**src/rtl/fe_instr_queue.sv**
```systemverilog
// fe_instr_queue: decoupling FIFO between fe_top and dispatch/rename.
// Writes use valid/ready. The head entry is consumed with valid/yumi.
// A mispredict flush empties the whole queue.
// Optional feature: define FE_IQ_BYPASS_EN to let an instruction arriving at an
// empty queue reach data_o in the same cycle.
module fe_instr_queue #(
   parameter int unsigned WIDTH_P = 32,
   parameter int unsigned DEPTH_P = 8
) (
   input  logic                       clk_i,
   input  logic                       reset_i,
   input  logic                       flush_i,
   input  logic                       valid_i,
   input  logic [WIDTH_P-1:0]         data_i,
   output logic                       ready_o,
   output logic                       valid_o,
   output logic [WIDTH_P-1:0]         data_o,
   input  logic                       yumi_i,
   output logic [$clog2(DEPTH_P):0]   count_o
);

   localparam int unsigned PTR_W = $clog2(DEPTH_P);
   localparam int unsigned CNT_W = PTR_W + 1;

   logic [WIDTH_P-1:0] r_mem [DEPTH_P];
   logic [PTR_W-1:0]   r_rd_ptr;
   logic [PTR_W-1:0]   r_wr_ptr;
   logic [CNT_W-1:0]   r_count;
   logic               r_ready;
   logic               r_valid;

   logic               w_bypass;
   logic               w_enq;
   logic               w_deq;
   logic [PTR_W-1:0]   w_rd_ptr_next;
   logic [PTR_W-1:0]   w_wr_ptr_next;
   logic [CNT_W-1:0]   w_count_next;

   // Head presentation, handshake qualification and next-state pointer/count math.
   always_comb begin
      w_bypass      = 1'b0;
`ifdef FE_IQ_BYPASS_EN
      w_bypass      = (r_count == '0) && r_ready && valid_i && !flush_i;
`endif
      valid_o       = r_valid | w_bypass;
      data_o        = w_bypass ? data_i : r_mem[r_rd_ptr];
      w_enq         = valid_i & r_ready & ~flush_i;
      w_deq         = yumi_i & valid_o & ~flush_i;
      // A bypassed entry consumed in its arrival cycle never touches storage.
      if (w_bypass && yumi_i) begin
         w_enq = 1'b0;
         w_deq = 1'b0;
      end
      w_rd_ptr_next = r_rd_ptr + PTR_W'(w_deq);
      w_wr_ptr_next = r_wr_ptr + PTR_W'(w_enq);
      w_count_next  = r_count + CNT_W'(w_enq) - CNT_W'(w_deq);
      if (flush_i) begin
         w_rd_ptr_next = '0;
         w_wr_ptr_next = '0;
         w_count_next  = '0;
      end
   end

   // Pointer/count state; ready and valid are precomputed from next count so they are pure flops.
   always_ff @(posedge clk_i or negedge reset_i) begin
      if (!reset_i) begin
         r_rd_ptr <= '0;
         r_wr_ptr <= '0;
         r_count  <= '0;
         r_ready  <= 1'b0;
         r_valid  <= 1'b0;
      end else begin
         r_rd_ptr <= w_rd_ptr_next;
         r_wr_ptr <= w_wr_ptr_next;
         r_count  <= w_count_next;
         r_ready  <= (w_count_next != CNT_W'(DEPTH_P));
         r_valid  <= (w_count_next != '0);
      end
   end

   // Entry storage; contents deliberately survive reset.
   always_ff @(posedge clk_i) begin
      if (w_enq) begin
         r_mem[r_wr_ptr] <= data_i;
      end
   end

   assign ready_o = r_ready;
   assign count_o = r_count;

   // Dispatch must never consume from an empty queue.
   a_no_yumi_when_empty : assert property (@(posedge clk_i) disable iff (!reset_i)
      !(yumi_i && !valid_o))
      else $error("yumi_i asserted while valid_o is low");

endmodule

```
**config.mk**
```make
export PLATFORM = sky130hd
export DESIGN_NAME = fe_instr_queue
export DESIGN_NICKNAME = d
export VERILOG_FILES = /design/src/rtl/fe_instr_queue.sv
export SDC_FILE = /design/constraint.sdc
export NUM_CORES = 1
export LEC_CHECK = 0
export CAP_MARGIN = 25
export CORE_MARGIN = 1
export CORE_UTILIZATION = 40
export CTS_CLUSTER_SIZE = 20
export DETAILED_ROUTE_END_ITERATION = 10
export PLACE_DENSITY_LB_ADDON = 0.1
export SLEW_MARGIN = 30
export SYNTH_ARGS = -nofsm -noshare
export SYNTH_HDL_FRONTEND = slang
export SYNTH_SLANG_ARGS = --single-unit
```
**constraint.sdc**
```tcl
create_clock -name clk_i -period 4.76 [get_ports clk_i]
set_clock_uncertainty 0.05 [all_clocks]
set_input_delay 1.428 -clock clk_i [delete_from_list [all_inputs] [get_ports clk_i]]
set_output_delay 1.428 -clock clk_i [all_outputs]
set_load 0.01 [all_outputs]
```
==> Flow_metrics.wiki, run 1 <==
{| class="wikitable"
! Metric !! Value
|-
| Critical Path, Cell by Cell || buf_4 -> mux4_1 -> mux2_2 -> clkdlybuf4s50_1
|-
| Final Max Tran Viols || 0
|-
| Worst-path cell with the longest stage delay || dfrtp_4
|-
| Final GP Congestion || 0.737
|-
| Timing-limited maximum frequency || 224 MHz
|-
| Antenna violations before repair || 0
|-
| # hold bufs at CTS || 0
|-
| Wire length of the first global-routing pass || 29500 µm
|-
| Met2 track demand over resource || 27.2%
|-
| Final min period || 4.45 ns
|-
| Vias post-DR || 4634
|-
| Final wirelength || 19800 µm
|-
| Sum of net half-perimeters after detailed placement || 11100 µm
|-
| Delay-heaviest family, CP || multiplexers
|-
| Mean routed wirelength per cell || 22.2 µm
|-
| Crit. End Element || output port
|-
| Max_slew headroom || 58.2%
|-
| Number of global-route vias before repair || 5024
|-
| Routed via count divided by cell count || 5.22
|-
| Count of pins on the block boundary || 75
|-
| Hold/Removal Path Class || flip-flop to flip-flop
|-
| Fraction of layout cells with a size suffix above 1 || 19.6%
|-
| Arrival time reported for the critical path endpoint || 2.98 ns
|-
| Clk slew on worst S/H paths || 0.06 ns
|-
| Deepest clock path buffer count || 3
|-
| TritonCTS buffer count || 29
|-
| Met3 track demand over resource || 2.90%
|-
| Clock sink total || 268
|-
| DRT iter0 DRCs || 149
|-
| Starting Density || 41.1%
|-
| Number of synthesized flops with an enable pin || 256
|-
| Number of buffers inserted to repair setup after CTS || 0
|-
| Global-route met1 utilization || 18.8%
|-
| Total standard cell area after synthesis || 0.0105 mm²
|-
| Die Wd || 164 µm
|-
| Status || finished clean
|-
| Remaining design rule violation count || 0
|-
| Average footprint of a synthesized cell || 24.1 µm²
|-
| Most used standard cell by instance count after synthesis || edfxtp_1
|-
| Congestion Overflow GR || 0
|-
| Unique cell type count in the Yosys netlist || 25
|-
| Total of cells resized after clock tree synthesis || 0
|-
| Startpoint type of the worst setup path || flip-flop
|-
| Slew at the pin closest to its max-slew limit || 0.626 ns
|-
| Highest cell delay on the worst timing path || 0.82 ns
|-
| Worst ir drop on vdd || 0.321 mV
|-
| Leakage Power || 4.08 nW
|-
| Number of hold violations in the final report || 0
|-
| Biggest area contributors in the synthesized netlist || edfxtp_1 (73%), mux4_1 (14%), mux2_2 (3.4%), dfrtp_1 (2.9%), mux4_2 (1.7%)
|-
| Area of the die || 0.0269 mm²
|-
| Most used routing layer || met2
|-
| Final cycle utilization of the critical path || 93.6%
|-
| Layout net count || 586
|-
| Residual antenna-violating net count after detailed routing || 0
|-
| Synth Register Bits || 268
|-
| Number of fill cells in the layout || 2049
|-
| Finish-stage setup viols || 0
|-
| Final worst hold slack || 0.620 ns
|-
| Number of instances in the synthesized netlist || 435
|-
| Total Negative Setup Slacks || 0 ns
|-
| WP data required || 3.28 ns
|-
| Async set-or-reset flop fraction in the synthesized netlist || 4.48%
|-
| Root Buffer Master || clkbuf_16
|-
| RSZ-0062 raised after global routing || false
|-
| Number of H-tree levels || 1
|-
| FF+latch area || 0.00799 mm²
|-
| TritonCTS clock tree || yes
|-
| Post-synthesis net count || 481
|-
| WS Path Type || flip-flop to output port
|-
| Port-buffer cells || 74
|-
| Area share of the largest cell type after synthesis || 73.4%
|-
| Area used by multi-input combinational logic || 0.00240 mm²
|-
| Count of warnings emitted by yosys || 0
|-
| Portion of the post-synthesis area used by sequential elements || 76.2%
|-
| Drt pass-1 iters || 4
|-
| Count of maximum capacitance violations || 0
|-
| Cell type with the highest aggregate area in the netlist || edfxtp_1
|-
| Most frequent cells after synthesis || edfxtp_1 (256), mux4_1 (56), mux2_2 (32), dfrtp_1 (12), nor2_1 (11)
|-
| Layout Area Growth over Synthesis || 20.3%
|-
| Post-layout util || 49.5%
|-
| Most used flip-flop cell after synthesis || edfxtp_1
|-
| Maximum number of pins on one net before global-route repair || 31
|-
| Total global-route track usage || 15.2%
|-
| Power per cell area || 413 mW/mm²
|-
| Worst skew pair latency || 0.52 ns
|-
| Number of buffers and inverters on the critical path || 2
|-
| Die outline height || 164 µm
|-
| Maximum fanout count along the critical path || 30
|-
| Standard-cell row count || 58
|-
| Area inside the core boundary || 0.0255 mm²
|}
state kept, by name, indices dropped and copies added, names as in the netlist:
register and count:
r_mem 256, ready_o 1, r_rd_ptr 3, count_o 4, valid_o 1, r_wr_ptr 3
worst reg2reg max path, delay by kind of cell, from the launching register on:
kind | cells | cell delay (ns)
xor gates and xnor gates | 1 | 0.23
DFF | 1 | 0.39
AOI/OAI and AO/OA | 2 | 0.39
and+or+nand+nor | 2 | 0.14
adders and majority gates | 3 | 0.93
buffers and inverters | 1 | 0.05
power by group:
| group | internal, mW | switching [mW] |
|---|---|---|
| Sequential | 2.65 | 0.0495 |
| Combinational | 0.348 | 0.246 |
| Clock | 1.10 | 0.820 |
cell usage in the layout, fill, tap and decap left out, drive strengths merged:
cell	n
nand4b	1
clkinv	13
nor2	11
a21o	1
mux4	64
a21oi	1
ha	8
a21bo	1
clkinvlp	1
nand2b	3
buf	19
fa	1
dfrtp	12
a211o	1
nor2b	6
edfxtp	256
xnor2	4
nand3	2
diode	1
nand2	4
inv	5
clkdlybuf4s50	74
nand3b	1
mux2	32
nor3	2
clkbuf	34
per-stage QoR:
| step | total power [mW] | cells | setup slack (ns) | cell area [µm²] |
|---|---|---|---|---|
| final | 5.21 | 888 | 0.305 | 12600 |
| after global routing | 5.40 | 887 | 0.165 | 12600 |
| after CTS | 5.28 | 887 | 0.226 | 12600 |
| after detailed placement | 3.35 | 839 | 0.650 | 11800 |
| after global placement | 3.34 | 839 | 0.751 | 11800 |
| after floorplan | 3.08 | 435 | 0.258 | 10500 |
logic make-up after synthesis:
logic type	share of synthesized area, %
and+or+nand+nor	1.42
buffers and inverters	1.39
xor gates and xnor gates	0.334
DFF	76.2
muxes	19.2
AOI/OAI and AO/OA	0.298
adders and majority gates	1.15
cell type report:
| cell class | instances | area share (%) |
|---|---|---|
| Inverter | 5 | 0.149 |
| Timing Repair Buffer | 93 | 7.70 |
| Antenna cell | 1 | 0.0198 |
| Clock buffer | 34 | 5.90 |
| Sequential cell | 268 | 63.4 |
| Multi-Input combinational cell | 143 | 19.0 |
| Clock inverter | 14 | 0.526 |
| Tap cell | 330 | 3.27 |
worst paths after layout:
| path | to | slack, ns | cells after the start | startpoint |
|---|---|---|---|---|
| worst max-delay path | data_o[4] | 0.31 | 4 | r_rd_ptr[0] |
| worst min-delay path | r_wr_ptr[2] | 0.62 | 2 | r_wr_ptr[2] |
| worst max register to register | ready_o | 2.48 | 9 | valid_o |
| worst min register to register | r_wr_ptr[2] | 0.62 | 2 | r_wr_ptr[2] |
| max in group asynchronous | r_rd_ptr[0] | 3.03 | 1 | reset_i |
| min in group asynchronous | ready_o | 1.21 | 1 | reset_i |
metal layers:
metal  part of all wire, %  vias to the layer above
li1                      -                     2081
met2                    51                      106
met5                     0                        -
met3                   4.6                       36
met1                    42                     2411
met4                   2.3                        0
Note: power is estimated with default switching activity, not from simulation.
==> inputs of run 2 (changes only) <==
Settings changed: ABC_AREA set to 1, CORE_UTILIZATION 40 to 59.
==> run 2 against run 1 <==
Die area is 29% lower. Critical path depth is 5 higher. Area after synthesis is 3.8% higher. Via count is 49% higher. Utilization is 21 points higher. Synthesized cell count is 120% higher. Highest routed layer unchanged.
==> Flow_metrics.wiki, run 2 <==
{| class="wikitable"
! Metric !! Value
|-
| Layout Area Growth over Synthesis || 16.4% (was 20.3%)
|-
| Number of instances in the synthesized netlist || 936 (was 435)
|-
| Critical Path, Cell by Cell || clkinv_2 -> buf_12 -> nand2_1 -> nand2_1 -> nand2_1 -> o21ai_1 -> nand2_1 -> nand2_1 -> clkdlybuf4s50_1 (was buf_4 -> mux4_1 -> mux2_2 -> clkdlybuf4s50_1)
|-
| Async set-or-reset flop fraction in the synthesized netlist || 4.48% (unchanged)
|-
| Timing-limited maximum frequency || 243 MHz (was 224 MHz)
|-
| Number of buffers and inverters on the critical path || 3 (was 2)
|-
| Average footprint of a synthesized cell || 11.6 µm² (was 24.1 µm²)
|-
| Synth Register Bits || 268 (unchanged)
|-
| Slew at the pin closest to its max-slew limit || 0.831 ns (was 0.626 ns)
|-
| Power per cell area || 422 mW/mm² (was 413 mW/mm²)
|-
| Deepest clock path buffer count || 3 (unchanged)
|-
| Standard-cell row count || 49 (was 58)
|-
| Largest register by flop count || r_mem (unchanged)
|-
| Final min period || 4.11 ns (was 4.45 ns)
|-
| Residual antenna-violating net count after detailed routing || 0 (unchanged)
|-
| Number of buffers inserted to repair setup after CTS || 0 (unchanged)
|-
| Port-buffer cells || 74 (unchanged)
|-
| Area share of the largest cell type after synthesis || 70.7% (was 73.4%)
|-
| Share of power burned in the clock network || 34.4% (was 36.8%)
|-
| WP data required || 3.28 ns (about the same)
|-
| Portion of the post-synthesis area used by sequential elements || 73.4% (was 76.2%)
|-
| Wire length of the first global-routing pass || 33700 µm (was 29500 µm)
|-
| Most common library cell in the layout ignoring fill and taps || nand2_1 (was edfxtp_1)
|-
| Most frequent cells after synthesis || nand2_1 (272), edfxtp_1 (256), nor2_1 (180), o21ai_0 (105), o21ai_1 (24) (was edfxtp_1 (256), mux4_1 (56), mux2_2 (32), dfrtp_1 (12), nor2_1 (11))
|-
| Count of warnings emitted by yosys || 0 (unchanged)
|-
| Maximum number of pins on one net before global-route repair || 130 (was 31)
|-
| Final cell area excluding filler cells || 0.0127 mm² (was 0.0126 mm²)
|-
| Arrival time reported for the critical path endpoint || 2.63 ns (was 2.98 ns)
|-
| RSZ-0062 raised after global routing || false (unchanged)
|-
| Maximum fanout count along the critical path || 69 (was 30)
|-
| R2R Path Start || ready_o (was valid_o)
|-
| Startpoint of the tightest hold check path || r_wr_ptr[2] (unchanged)
|-
| Cell depth of the worst hold path || 2 (unchanged)
|-
| Clock sink total || 268 (unchanged)
|-
| Post-synthesis net count || 982 (was 481)
|-
| TritonCTS clock tree || yes (unchanged)
|-
| Final cycle utilization of the critical path || 86.3% (was 93.6%)
|-
| Vias post-DR || 6913 (was 4634)
|-
| Starting Density || 60.3% (was 41.1%)
|-
| Highest cell delay on the worst timing path || 0.52 ns (was 0.82 ns)
|-
| Worst skew pair latency || 0.52 ns (about the same)
|-
| DRT iter0 DRCs || 547 (was 149)
|-
| Cell occurring most often along the worst timing path || nand2_1
|-
| Number of global-route vias before repair || 6606 (was 5024)
|-
| Status || finished clean (unchanged)
|-
| Area inside the core boundary || 0.0180 mm² (was 0.0255 mm²)
|-
| Depth of the critical timing path with buffers and inverters included || 9 (was 4)
|-
| Worst ir drop on vdd || 0.395 mV (was 0.321 mV)
|-
| Endpoint of the worst-slack reg-to-reg timing path || r_mem[0][16] (was ready_o)
|-
| Proportion of power drawn by flip-flops and latches || 50.2% (was 51.8%)
|-
| Antenna violations before repair || 0 (unchanged)
|-
| TritonCTS buffer count || 26 (was 29)
|-
| Count of pins on the block boundary || 75 (unchanged)
|-
| Total global-route track usage || 23.9% (was 15.2%)
|-
| Final GP Congestion || 0.773 (was 0.737)
|-
| Launching element of the worst setup path || r_rd_ptr[0] (unchanged)
|-
| Post-placement cell area || 0.0119 mm² (was 0.0118 mm²)
|-
| Biggest area contributors in the synthesized netlist || edfxtp_1 (71%), nand2_1 (9.4%), nor2_1 (6.2%), o21ai_0 (4.8%), dfrtp_1 (2.8%) (was edfxtp_1 (73%), mux4_1 (14%), mux2_2 (3.4%), dfrtp_1 (2.9%), mux4_2 (1.7%))
|-
| Number of H-tree levels || 1 (unchanged)
|-
| Total Negative Setup Slacks || 0 ns (unchanged)
|-
| Max_slew headroom || 44.6% (was 58.2%)
|-
| Cell type with the highest aggregate area in the netlist || edfxtp_1 (unchanged)
|-
| Clk slew on worst S/H paths || 0.05 ns (was 0.06 ns)
|-
| Routed via count divided by cell count || 5.50 (was 5.22)
|-
| Hold/Removal Path Class || flip-flop to flip-flop (unchanged)
|-
| WS Path Type || flip-flop to output port (unchanged)
|-
| Power spent charging and discharging nets || 1.31 mW (was 1.12 mW)
|-
| Crit. End Element || output port (unchanged)
|-
| Top library cells by usage in the layout, fill and taps aside || nand2_1 (272), edfxtp_1 (256), nor2_1 (172) (was edfxtp_1 (256), clkdlybuf4s50_1 (74), mux4_1 (56))
|-
| Sum of net half-perimeters after detailed placement || 11700 µm (was 11100 µm)
|-
| Layout net count || 1056 (was 586)
|-
| Switching share of power || 24.6% (was 21.4%)
|-
| Total of cells resized after clock tree synthesis || 0 (unchanged)
|-
| Leakage Power || 4.64 nW (was 4.08 nW)
|-
| Area of the die || 0.0190 mm² (was 0.0269 mm²)
|-
| Most used flip-flop cell after synthesis || edfxtp_1 (unchanged)
|-
| Congestion Overflow GR || 0 (unchanged)
|-
| Diode insertion count for antenna repair || 0 (was 1)
|-
| R2R cell count || 4 (was 9)
|-
| Fraction of layout cells with a size suffix above 1 || 6.43% (was 19.6%)
|-
| Root Buffer Master || clkbuf_16 (unchanged)
|-
| Final wirelength || 21700 µm (was 19800 µm)
|-
| Die outline height || 138 µm (was 164 µm)
|-
| Count of maximum capacitance violations || 0 (unchanged)
|-
| Die Wd || 138 µm (was 164 µm)
|-
| Most used standard cell by instance count after synthesis || nand2_1 (was edfxtp_1)
|-
| Internal reg-to-reg setup slack || 2.68 ns (was 2.48 ns)
|-
| Overall power after layout || 5.34 mW (was 5.21 mW)
|-
| Finish-stage setup viols || 0 (unchanged)
|-
| Drt pass-1 iters || 5 (was 4)
|-
| Worst-path cell with the longest stage delay || clkdlybuf4s50_1 (was dfrtp_4)
|-
| Flip-flop count of the largest register, all copies and words added || 256 (unchanged)
|-
| Startpoint type of the worst setup path || flip-flop (unchanged)
|-
| Remaining design rule violation count || 0 (unchanged)
|-
| Hold Path Sink || r_wr_ptr[2] (unchanged)
|-
| Total standard cell area after synthesis || 0.0109 mm² (was 0.0105 mm²)
|-
| Mean routed wirelength per cell || 17.3 µm (was 22.2 µm)
|-
| Combinational share of power || 15.4% (was 11.4%)
|-
| Power Internal || 4.02 mW (was 4.09 mW)
|-
| Number of hold violations in the final report || 0 (unchanged)
|-
| Delay-heaviest family, CP || buffers and inverters (was multiplexers)
|-
| Number of synthesized flops with an enable pin || 256 (unchanged)
|-
| Final Max Tran Viols || 0 (unchanged)
|-
| # hold bufs at CTS || 0 (unchanged)
|-
| Unique cell type count in the Yosys netlist || 22 (was 25)
|}
==> run 2: tightest hold or removal path, stage by stage (launching register included) <==
cell,delay [ns]
dfrtp_1,0.39
xnor2_1,0.09
nor2_1,0.07
==> run 2: per-stage QoR <==
stage	setup slack (ns)	hold slack (ns)	std cells	utilization (%)
CTS	0.633	0.551	1256	70.2
finish	0.651	0.542	1256	70.2
global route	0.429	0.588	1256	70.2
global placement	0.855	0.537	1211	66.0
floorplan	0.860	0.500	936	-
detailed placement	0.812	0.536	1211	66.0
==> run 2: cells by family after synthesis <==
logic type | after synthesis | synth area share, %
AO/OA/AOI/OAI | 131 | 6.03
XOR/XNOR | 1 | 0.0805
adder cells (fa/ha/maj) | 9 | 1.10
buffers and inverters | 69 | 3.43
flip-flops | 268 | 73.4
AND/OR/NAND/NOR | 458 | 15.9
==> run 2: worst max-delay path by stage <==
stage | endpoint | slack, ns
floorplan | r_mem[0][0] | 0.86
global placement | r_mem[0][19] | 0.86
detailed placement | r_mem[0][18] | 0.81
CTS | data_o[13] | 0.63
global route | data_o[11] | 0.43
finish | data_o[13] | 0.65
==> run 2: metal layers <==
layer	share of wire [%]	global-route usage, %	up-vias
li1	-	-	3318
met1	43	33.1	3319
met2	49	39.6	236
met3	5.9	3.13	40
met4	2.2	7.61	0
met5	0	0	-
==> run 2: power groups by stage <==
stage	clock [mW]	sequential (mW)	combinational, mW
2_1_floorplan	0	2.73	0.498
3_3_place_gp	0	2.73	0.813
3_5_place_dp	0	2.73	0.827
4_1_cts	1.86	2.68	0.831
5_1_grt	1.94	2.68	0.933
6_report	1.84	2.68	0.822
==> run 2: area by class of cell <==
class,count,area (µm²)
tap,229,287
inverter,20,76.3
fill,1284,5370
clock buffer,37,713
sequential,268,7990
multi-input combinational,599,2570
timing repair buffer,95,973
clock inverter,8,37.5
==> inputs of run 3 (changes only) <==
Settings changed: PLACE_DENSITY_LB_ADDON 0.1 to 0.12, RECOVER_POWER set to 100.
==> run 3 against run 2 <==
The flow now finishes with violations (max-capacitance violations, max-slew violations). Hold slack improved by 0.017 ns. Sequential share of layout area is essentially flat. Clock power rose by 9.8%. Worst setup slack got worse by 0.30 ns. Critical path type unchanged.
==> Flow_metrics.wiki, run 3 (synthesis gave the netlist of run 2 again) <==
{| class="wikitable"
! Metric !! Value
|-
| R2R Path Start || ready_o (unchanged)
|-
| Cell depth of the worst hold path || 2 (unchanged)
|-
| Hold/Removal Path Class || flip-flop to flip-flop (unchanged)
|-
| Startpoint type of the worst setup path || flip-flop (unchanged)
|-
| Maximum fanout count along the critical path || 37 (was 69)
|-
| Worst skew pair latency || 0.52 ns (about the same)
|-
| TritonCTS clock tree || yes (unchanged)
|-
| # hold bufs at CTS || 0 (unchanged)
|-
| RSZ-0062 raised after global routing || false (unchanged)
|-
| Die outline height || 138 µm (unchanged)
|-
| Die Wd || 138 µm (unchanged)
|-
| Total global-route track usage || 23.7% (was 23.9%)
|-
| Leakage Power || 4.69 nW (was 4.64 nW)
|-
| FF+latch area || 0.00799 mm² (unchanged)
|-
| Overall power after layout || 5.49 mW (was 5.34 mW)
|-
| Final min period || 4.41 ns (was 4.11 ns)
|-
| Delay-heaviest family, CP || buffers and inverters (unchanged)
|-
| WS Path Type || flip-flop to output port (unchanged)
|-
| Deepest clock path buffer count || 3 (unchanged)
|-
| Mean routed wirelength per cell || 17.3 µm (about the same)
|-
| Endpoint of the worst-slack reg-to-reg timing path || r_mem[2][16] (was r_mem[0][16])
|-
| Total of cells resized after clock tree synthesis || 0 (unchanged)
|-
| Final Max Tran Viols || 18 (was 0)
|-
| Internal reg-to-reg setup slack || 1.85 ns (was 2.68 ns)
|-
| Residual antenna-violating net count after detailed routing || 0 (unchanged)
|-
| Port-buffer cells || 74 (unchanged)
|-
| Startpoint of the tightest hold check path || r_wr_ptr[2] (unchanged)
|-
| Top library cells by usage in the layout, fill and taps aside || nand2_1 (272), edfxtp_1 (256), nor2_1 (174) (was nand2_1 (272), edfxtp_1 (256), nor2_1 (172))
|-
| Crit. End Element || output port (unchanged)
|-
| Combinational share of power || 14.5% (was 15.4%)
|-
| Count of maximum capacitance violations || 1 (was 0)
|-
| Drt pass-1 iters || 5 (unchanged)
|-
| Critical Path, Cell by Cell || inv_2 -> buf_4 -> nand2_1 -> nand2_1 -> nand2_1 -> o21ai_0 -> nand2_1 -> nand2_1 -> dlygate4sd3_1 (was clkinv_2 -> buf_12 -> nand2_1 -> nand2_1 -> nand2_1 -> o21ai_1 -> nand2_1 -> nand2_1 -> clkdlybuf4s50_1)
|-
| Power spent charging and discharging nets || 1.33 mW (was 1.31 mW)
|-
| Wire length of the first global-routing pass || 33700 µm (about the same)
|-
| Root Buffer Master || clkbuf_16 (unchanged)
|-
| Routed via count divided by cell count || 5.39 (was 5.50)
|-
| TritonCTS buffer count || 26 (unchanged)
|-
| Diode insertion count for antenna repair || 0 (unchanged)
|-
| Slew at the pin closest to its max-slew limit || 1.60 ns (was 0.831 ns)
|-
| Violated checks || max-capacitance violations, max-slew violations
|-
| R2R cell count || 4 (unchanged)
|-
| Final GP Congestion || 0.744 (was 0.773)
|-
| Clk slew on worst S/H paths || 0.06 ns (was 0.05 ns)
|-
| Post-placement cell area || 0.0119 mm² (about the same)
|-
| Worst-path cell with the longest stage delay || dlygate4sd3_1 (was clkdlybuf4s50_1)
|-
| Sum of net half-perimeters after detailed placement || 11200 µm (was 11700 µm)
|-
| Largest register by flop count || r_mem (unchanged)
|-
| Status || complete, but fails checks (was finished clean)
|-
| Max_slew headroom || -7.36% (was 44.6%)
|-
| Most common library cell in the layout ignoring fill and taps || nand2_1 (unchanged)
|-
| Power Internal || 4.16 mW (was 4.02 mW)
|-
| Area inside the core boundary || 0.0180 mm² (unchanged)
|-
| Hold Path Sink || r_wr_ptr[2] (unchanged)
|-
| Starting Density || 60.3% (unchanged)
|-
| Switching share of power || 24.2% (was 24.6%)
|-
| Number of fill cells in the layout || 1265 (was 1284)
|-
| Vias post-DR || 6773 (was 6913)
|-
| Number of hold violations in the final report || 0 (unchanged)
|-
| Share of power burned in the clock network || 36.7% (was 34.4%)
|-
| Final cell area excluding filler cells || 0.0127 mm² (about the same)
|-
| Area of the die || 0.0190 mm² (unchanged)
|-
| Layout net count || 1054 (was 1056)
|-
| Flip-flop count of the largest register, all copies and words added || 256 (unchanged)
|-
| Number of buffers and inverters on the critical path || 3 (unchanged)
|-
| Total Negative Setup Slacks || 0 ns (unchanged)
|-
| WP data required || 3.28 ns (about the same)
|-
| Standard-cell row count || 49 (unchanged)
|-
| Area used by multi-input combinational logic || 0.00256 mm² (was 0.00257 mm²)
|-
| Number of H-tree levels || 1 (unchanged)
|-
| Highest cell delay on the worst timing path || 0.60 ns (was 0.52 ns)
|-
| Remaining design rule violation count || 0 (unchanged)
|-
| Number of buffers inserted to repair setup after CTS || 0 (unchanged)
|-
| Timing-limited maximum frequency || 227 MHz (was 243 MHz)
|-
| Worst ir drop on vdd || 0.370 mV (was 0.395 mV)
|-
| Final wirelength || 21700 µm (about the same)
|-
| Fraction of layout cells with a size suffix above 1 || 6.71% (was 6.43%)
|-
| Power per cell area || 434 mW/mm² (was 422 mW/mm²)
|-
| Cell occurring most often along the worst timing path || nand2_1 (unchanged)
|-
| Count of pins on the block boundary || 75 (unchanged)
|-
| Finish-stage setup viols || 0 (unchanged)
|-
| Proportion of power drawn by flip-flops and latches || 48.7% (was 50.2%)
|-
| Clock sink total || 268 (unchanged)
|-
| Final cycle utilization of the critical path || 92.6% (was 86.3%)
|-
| Layout Area Growth over Synthesis || 16.4% (about the same)
|-
| Arrival time reported for the critical path endpoint || 2.93 ns (was 2.63 ns)
|-
| DRT iter0 DRCs || 549 (was 547)
|-
| Maximum number of pins on one net before global-route repair || 130 (unchanged)
|-
| Congestion Overflow GR || 0 (unchanged)
|-
| Number of global-route vias before repair || 6506 (was 6606)
|-
| Antenna violations before repair || 0 (unchanged)
|}
-- run 3: per-layer routing --
metal  share of wire, %  GRT usage, %  routed length, µm
met4                1.4          5.86                308
met5                  0             0                  0
met3                4.9          2.94               1070
met2                 48          40.2              10500
met1                 45          32.9               9830
-- run 3: worst max path at each step --
| stage | start | end | slack, ns | depth (start not counted) |
|---|---|---|---|---|
| after floorplan | flush_i | r_mem[0][0] | 0.86 | 5 |
| after global placement | flush_i | ready_o | 0.89 | 11 |
| after detailed placement | flush_i | r_mem[2][26] | 0.84 | 6 |
| after CTS | r_rd_ptr[0] | data_o[7] | 0.52 | 9 |
| after global routing | r_rd_ptr[0] | data_o[8] | 0.18 | 9 |
| final | r_rd_ptr[0] | data_o[8] | 0.35 | 9 |
-- run 3: power groups by stage --
stage | sequential [mW] | combinational [mW] | clock (mW)
floorplan | 2.73 | 0.498 | 0
global placement | 2.72 | 0.820 | 0
detailed placement | 2.73 | 0.831 | 0
CTS | 2.68 | 0.837 | 2.04
global route | 2.68 | 0.908 | 2.14
finish | 2.68 | 0.799 | 2.02
-- run 3: worst min-delay path, delay by kind of cell, from the launching register on --
family	cells	cell delay (ns)
flip-flops	1	0.40
XOR/XNOR	1	0.09
AND/OR/NAND/NOR	1	0.08
-- run 3: stage by stage --
stage	worst slack [ns]	hold slack (ns)	cells	util [%]
3_3_place_gp	0.892	0.546	1209	65.8
5_1_grt	0.181	0.614	1257	70.2
2_1_floorplan	0.860	0.500	936	-
6_report	0.352	0.558	1257	70.2
4_1_cts	0.517	0.565	1257	70.5
3_5_place_dp	0.841	0.549	1209	65.8
-- run 3: area by class of cell --
cell class | count | area share [%]
clock inverter | 16 | 1.21
inverter | 20 | 0.593
clock buffer | 32 | 5.48
tap | 229 | 2.26
timing repair buffer | 93 | 7.11
multi-input combinational | 599 | 20.2
sequential | 268 | 63.1
